[config.mk]
export PLATFORM = sky130hd
export DESIGN_NAME = decode_queue
export DESIGN_NICKNAME = d
export VERILOG_FILES = /design/src/rtl/decode_queue.sv
export SDC_FILE = /design/constraint.sdc
export NUM_CORES = 1
export LEC_CHECK = 0
export ABC_AREA = 1
export CORE_UTILIZATION = 47
export CTS_BUF_LIST = sky130_fd_sc_hd__clkbuf_2 sky130_fd_sc_hd__clkbuf_4 sky130_fd_sc_hd__clkbuf_8
export DETAILED_ROUTE_END_ITERATION = 8
export PLACE_DENSITY = 0.92
export SLEW_MARGIN = 20
export SYNTH_ARGS = -nofsm -noshare
export SYNTH_HDL_FRONTEND = slang
export SYNTH_SLANG_ARGS = --single-unit
[constraint.sdc]
create_clock -name clk -period 2.3 [get_ports clk]
set_clock_uncertainty 0.15 [all_clocks]
set_input_delay 0.345 -clock clk [delete_from_list [all_inputs] [get_ports clk]]
set_output_delay 0.345 -clock clk [all_outputs]
set_load 0.01 [all_outputs]
[src/rtl/decode_queue.sv]
// Buffered SRM instruction decoder: decodes and evaluates branch conditions on accept, then
// queues the bundle in a DEPTH-entry FIFO. Optional macro DECODE_ILLEGAL_EN adds the illegal output.
module decode_queue #(
  parameter int W     = 16,
  parameter int DEPTH = 2
) (
  input  logic                         clk,
  input  logic                         reset,
  input  logic                         in_valid,
  output logic                         in_ready,
  input  logic [15:0]                  in_instr,
  input  logic                         flag_z,
  input  logic                         flag_n,
  input  logic                         flag_v,
  output logic                         out_valid,
  input  logic                         out_ready,
  output logic [2:0]                   opcode,
  output logic [1:0]                   op,
  output logic [2:0]                   rn,
  output logic [2:0]                   rd,
  output logic [2:0]                   rm,
  output logic [1:0]                   shift,
  output logic [W-1:0]                 sximm5,
  output logic [W-1:0]                 sximm8,
  output logic [2:0]                   cond,
  output logic                         take_branch,
`ifdef DECODE_ILLEGAL_EN
  output logic                         illegal,
`endif
  output logic [$clog2(DEPTH+1)-1:0]   count
);

  localparam int PW = $clog2(DEPTH);
  localparam int CW = $clog2(DEPTH+1);

  typedef struct packed {
    logic [2:0] opcode;
    logic [1:0] op;
    logic [2:0] rn;
    logic [2:0] rd;
    logic [2:0] rm;
    logic [1:0] shift;
    logic [4:0] imm5;
    logic [7:0] imm8;
    logic [2:0] cond;
    logic       take;
`ifdef DECODE_ILLEGAL_EN
    logic       ill;
`endif
  } entry_t;

  function automatic logic eval_cond(input logic [2:0] c, input logic z, input logic n,
                                     input logic v);
    logic r;
    case (c)
      3'b000:  r = 1'b1;
      3'b001:  r = z;
      3'b010:  r = ~z;
      3'b011:  r = n ^ v;
      3'b100:  r = (n ^ v) | z;
      default: r = 1'b0;
    endcase
    return r;
  endfunction

  function automatic entry_t decode(input logic [15:0] i, input logic z, input logic n,
                                    input logic v);
    entry_t e;
    logic   is_b;
    is_b     = (i[15:13] == 3'b001);
    e.opcode = i[15:13];
    e.op     = i[12:11];
    e.rn     = is_b ? 3'b000 : i[10:8];
    e.rd     = i[7:5];
    e.rm     = i[2:0];
    e.shift  = (i[15:13] == 3'b100) ? 2'b00 : i[4:3];
    e.imm5   = i[4:0];
    e.imm8   = i[7:0];
    e.cond   = is_b ? i[10:8] : 3'b000;
    e.take   = is_b & eval_cond(i[10:8], z, n, v);
`ifdef DECODE_ILLEGAL_EN
    e.ill    = (i[15:13] == 3'b000) | (is_b & (i[10:8] >= 3'b101));
`endif
    return e;
  endfunction

  entry_t          mem_q [DEPTH];
  logic [PW-1:0]   wr_ptr_q, wr_ptr_d;
  logic [PW-1:0]   rd_ptr_q, rd_ptr_d;
  logic [CW-1:0]   count_q, count_d;
  logic            push_s, pop_s;
  entry_t          head_s;

  // in_ready looks only at the held count, so a full queue never accepts even while popping
  assign in_ready  = (count_q != CW'(DEPTH));
  assign out_valid = (count_q != CW'(0));
  assign push_s    = in_valid & in_ready & ~reset;
  assign pop_s     = out_valid & out_ready;
  assign count     = count_q;
  assign head_s    = mem_q[rd_ptr_q];

  // Pointer and occupancy next-state
  always_comb begin
    wr_ptr_d = wr_ptr_q;
    rd_ptr_d = rd_ptr_q;
    count_d  = count_q;
    if (push_s) begin
      wr_ptr_d = wr_ptr_q + PW'(1);
    end else begin
      wr_ptr_d = wr_ptr_q;
    end
    if (pop_s) begin
      rd_ptr_d = rd_ptr_q + PW'(1);
    end else begin
      rd_ptr_d = rd_ptr_q;
    end
    case ({push_s, pop_s})
      2'b10:   count_d = count_q + CW'(1);
      2'b01:   count_d = count_q - CW'(1);
      default: count_d = count_q;
    endcase
  end

  // Pointer and occupancy registers
  always_ff @(posedge clk) begin
    if (reset) begin
      wr_ptr_q <= '0;
      rd_ptr_q <= '0;
      count_q  <= '0;
    end else begin
      wr_ptr_q <= wr_ptr_d;
      rd_ptr_q <= rd_ptr_d;
      count_q  <= count_d;
    end
  end

  // Decoded bundle storage, written in the accept cycle
  always_ff @(posedge clk) begin
    if (push_s) begin
      mem_q[wr_ptr_q] <= decode(in_instr, flag_z, flag_n, flag_v);
    end
  end

  // Head presentation; everything reads as zero while empty
  always_comb begin
    opcode      = 3'b000;
    op          = 2'b00;
    rn          = 3'b000;
    rd          = 3'b000;
    rm          = 3'b000;
    shift       = 2'b00;
    sximm5      = '0;
    sximm8      = '0;
    cond        = 3'b000;
    take_branch = 1'b0;
`ifdef DECODE_ILLEGAL_EN
    illegal     = 1'b0;
`endif
    if (out_valid) begin
      opcode      = head_s.opcode;
      op          = head_s.op;
      rn          = head_s.rn;
      rd          = head_s.rd;
      rm          = head_s.rm;
      shift       = head_s.shift;
      sximm5      = {{(W-5){head_s.imm5[4]}}, head_s.imm5};
      sximm8      = {{(W-8){head_s.imm8[7]}}, head_s.imm8};
      cond        = head_s.cond;
      take_branch = head_s.take;
`ifdef DECODE_ILLEGAL_EN
      illegal     = head_s.ill;
`endif
    end else begin
      take_branch = 1'b0;
    end
  end

endmodule

==> run_results.csv <==
group,metric,value,unit
setup_path,worstPathRequired,1.80,ns
setup_path,r2r-start,"count[1]$_SDFFE_PP0P_",
pwr,irDropWorstVdd,385.3,µV
routing,wl,4.533,mm
setup_path,arrival,1.70,ns
synthesis,synth.avg_cell_area,10.52,µm²
sta,drv_slew,0,
clock_network,clock_sink_count,49,
min_path,holdPathStages,2,
routing,postRouteAntennaNets,0,
clock_network,cts_hold_buf,0,
routing,vias,1639,
setup_path,cp-start-kind,"flip-flop",
clock_network,cts-root-buf,"clkbuf_8",
place,dpl.hpwl,3.063,mm
grt,antenna_found_initial,0,
synthesis,synth_top_area_share,57.61,%
floorplan,io_pins,79,
clock_network,clock_latency,0.30,ns
place,numPortBuffers,78,
setup_path,crit_type,"reg -> out",
grt,first_global_vias,1511,
pwr,pwr-share-clk,25.4,%
floorplan,die-area,0.005163,mm²
synthesis,netlist_instances,218,
clock_network,cts_tree,"built",
sta,setup_viol,0,
cells_and_area,seqCellArea,0.001428,mm²
pwr,p_sw_share,27.72,%
sta,fmax,455.9,MHz
synthesis,synth_top_cells_by_count,"nand2_1 (61), edfxtp_1 (44), buf_4 (32)",
synthesis,synth_fp_nets,242,
synthesis,ys_types,19,
routing,avgViaCountPerCell,4.751,
min_path,hold_start,"wr_ptr_q$_SDFFE_PP0N_",
floorplan,die_x,71.86,µm
synthesis,yosysTopAreaCell,"edfxtp_1",
clock_network,htreeDepth,2,
setup_path,rrSetupSlack,0.59,ns
routing,drc,0,
grt,grt_pass1_wl,6.934,mm
cells_and_area,syn2layout_area_growth,38.46,%
synthesis,seq_area_frac_synth,61.97,%
pwr,p_sw,689.5,µW
pwr,pwr-share-comb,32.3,%
routing,dr.first_iter.drc_count,67,
routing,dr.pass1.iters,4,
cells_and_area,fill_cells,350,
sta,slew_headroom,70.87,%
setup_path,reg2reg_depth,7,
clock_network,cts_buffers,5,
sta,setup_tns,0,ns
cells_and_area,utilization,67.23,%
synthesis,synth_seq_cells,49,
floorplan,rows,25,
clock_network,clock_path_buffers,2,
synthesis,synth_most_common_cell,"nand2_1",
setup_path,cpMaxStageDelayCell,"clkdlybuf4s50_1",
grt,grt_max_degree,23,
cells_and_area,drive_gt1_share,12.59,%
setup_path,cp-end-kind,"primary output",
setup_path,crit_path_cell_trace,"buf_12 > nand2_1 > a21oi_1 > clkdlybuf4s50_1",
job,drv_cap,0,
synthesis,yosys_warnings,0,
pwr,power.density,783.4,mW/mm²
synthesis,synth_area_leaders,"edfxtp_1 (58%), buf_4 (10%), nand2_1 (10%), a21oi_1 (4.6%), dfxtp_1 (4.4%)",
cells_and_area,multi_input_area,536.8,µm²
sta,hold_violations,0,
synthesis,synth_area,0.002293,mm²
sta,finalCriticalPeriod,2.193,ns
synthesis,synth-edff-count,44,
pwr,leakage,1.593,nW
sta,rsz0062_at_grt,"no",
grt,grt.total_usage,17.95,%
floorplan,die_h,71.86,µm
grt,gr-total-overflow,0,
pwr,p_int,1.798,mW
floorplan,coreArea,0.004723,mm²
setup_path,worstReg2RegEnd,"count[1]$_SDFFE_PP0P_",
synthesis,synth_ff_type,"edfxtp_1",
sta,fin_crit_sh,95.36,%
min_path,min_path_type,"reg -> reg",
setup_path,path_max_fanout,22,
floorplan,initial_core_util,48.56,%
setup_path,max_stage_delay,0.58,ns
clock_network,cts.reportedPaths.clkPinSlew,0.08,ns
place,place_congestion,0.8282,
min_path,hold_end,"wr_ptr_q$_SDFFE_PP0N_",
outcome,run_status,"complete, no violations",
cells_and_area,antenna_cells,0,
pwr,seq_power_share,42.4,%
cells_and_area,final_nets,301,
synthesis,async_reset_ff_share,0,%
sta,tightest_slew,0.4359,ns
routing,wl_per_cell,13.14,µm
## critical path, delay by kind of cell (launching register included)
family | cells | cell delay, ns
flops | 1 | 0.39
compound gates | 1 | 0.21
simple gates | 1 | 0.06
buf+inv | 2 | 0.74
## cell families (layout without fill, tap and decap cells)
logic type      count (synthesis)  in the layout  synth area share (%)
simple gates                   82             83                 15.00
fa+ha+maj                       1              1                0.5455
flops                          49             49                 61.98
compound gates                 29             29                 7.146
buf+inv                        57            116                 15.33
## area by class of cell
| type | count | area share (%) |
|---|---|---|
| tap | 67 | 2.640 |
| inverter | 21 | 2.640 |
| clock buffer | 7 | 2.837 |
| timing repair buffer | 87 | 29.08 |
| sequential | 49 | 44.96 |
| multi-input combinational | 113 | 16.90 |
| clock inverter | 1 | 0.9456 |
## sequential cells by signal (all words and copies together), names as in the netlist, named ones only
name,flops
wr_ptr_q,1
count,2
rd_ptr_q,1
mem_q,44
## metal layers
metal / vias to the layer above / global-route usage (%) / wire length [µm] / part of all wire, %
met2: 69 / 33.54 / 2409 / 53
met3: 6 / 4.641 / 299 / 6.6
met4: 0 / 5.882 / 55 / 1.2
li1: 808 / - / - / -
met5: - / 0 / 0 / 0
met1: 756 / 19.76 / 1769 / 39
## power by group through the flow
stage	logic (mW)	clock network (mW)	registers (mW)
floorplan	0.486	0	1.07
CTS	0.833	0.645	1.05
detailed placement	0.813	0	1.06
global route	0.865	0.674	1.06
finish	0.803	0.631	1.05
global placement	0.793	0	1.06
## how the worst max path moves through the flow
stage,slack [ns],depth (start not counted),endpoint
floorplan,0.05,4,mem_q[1][0]$_DFFE_PP_
global placement,0.18,4,sximm5[15]
detailed placement,0.11,4,sximm5[4]
CTS,0.002,5,sximm5[4]
global route,0.008,5,op[0]
finish,0.11,4,sximm5[0]
## what timing repair did
action	4_1_cts	5_1_grt
endpoints found under the setup margin	53	28
cloned	1	0
buffers inserted	0	0
pin swaps	1	0
gates resized for setup	8	27
## stage by stage
stage	hold WS (ns)	area [µm²]	setup WS [ns]	instances	total power, mW
6_report	0.3476	3176	0.1066	345	2.488
5_1_grt	0.3679	3176	0.007770	345	2.598
4_1_cts	0.3460	3108	0.001657	345	2.532
3_5_place_dp	0.3338	2958	0.1143	336	1.874
3_3_place_gp	0.3250	2958	0.1813	336	1.852
2_1_floorplan	0.2641	2293	0.04881	218	1.552
## placed cells by master (no fill, tap or decap), drive strengths merged
master,instances
ha,1
nor2,14
nand4,2
dlymetal6s2s,25
nand3,3
clkbuf,7
edfxtp,44
a21oi,25
o21ai,1
bufinv,1
dfxtp,5
inv,21
a31oi,3
clkdlybuf4s50,53
nand2,64
buf,9
Note: power is estimated with default switching activity, not from simulation.
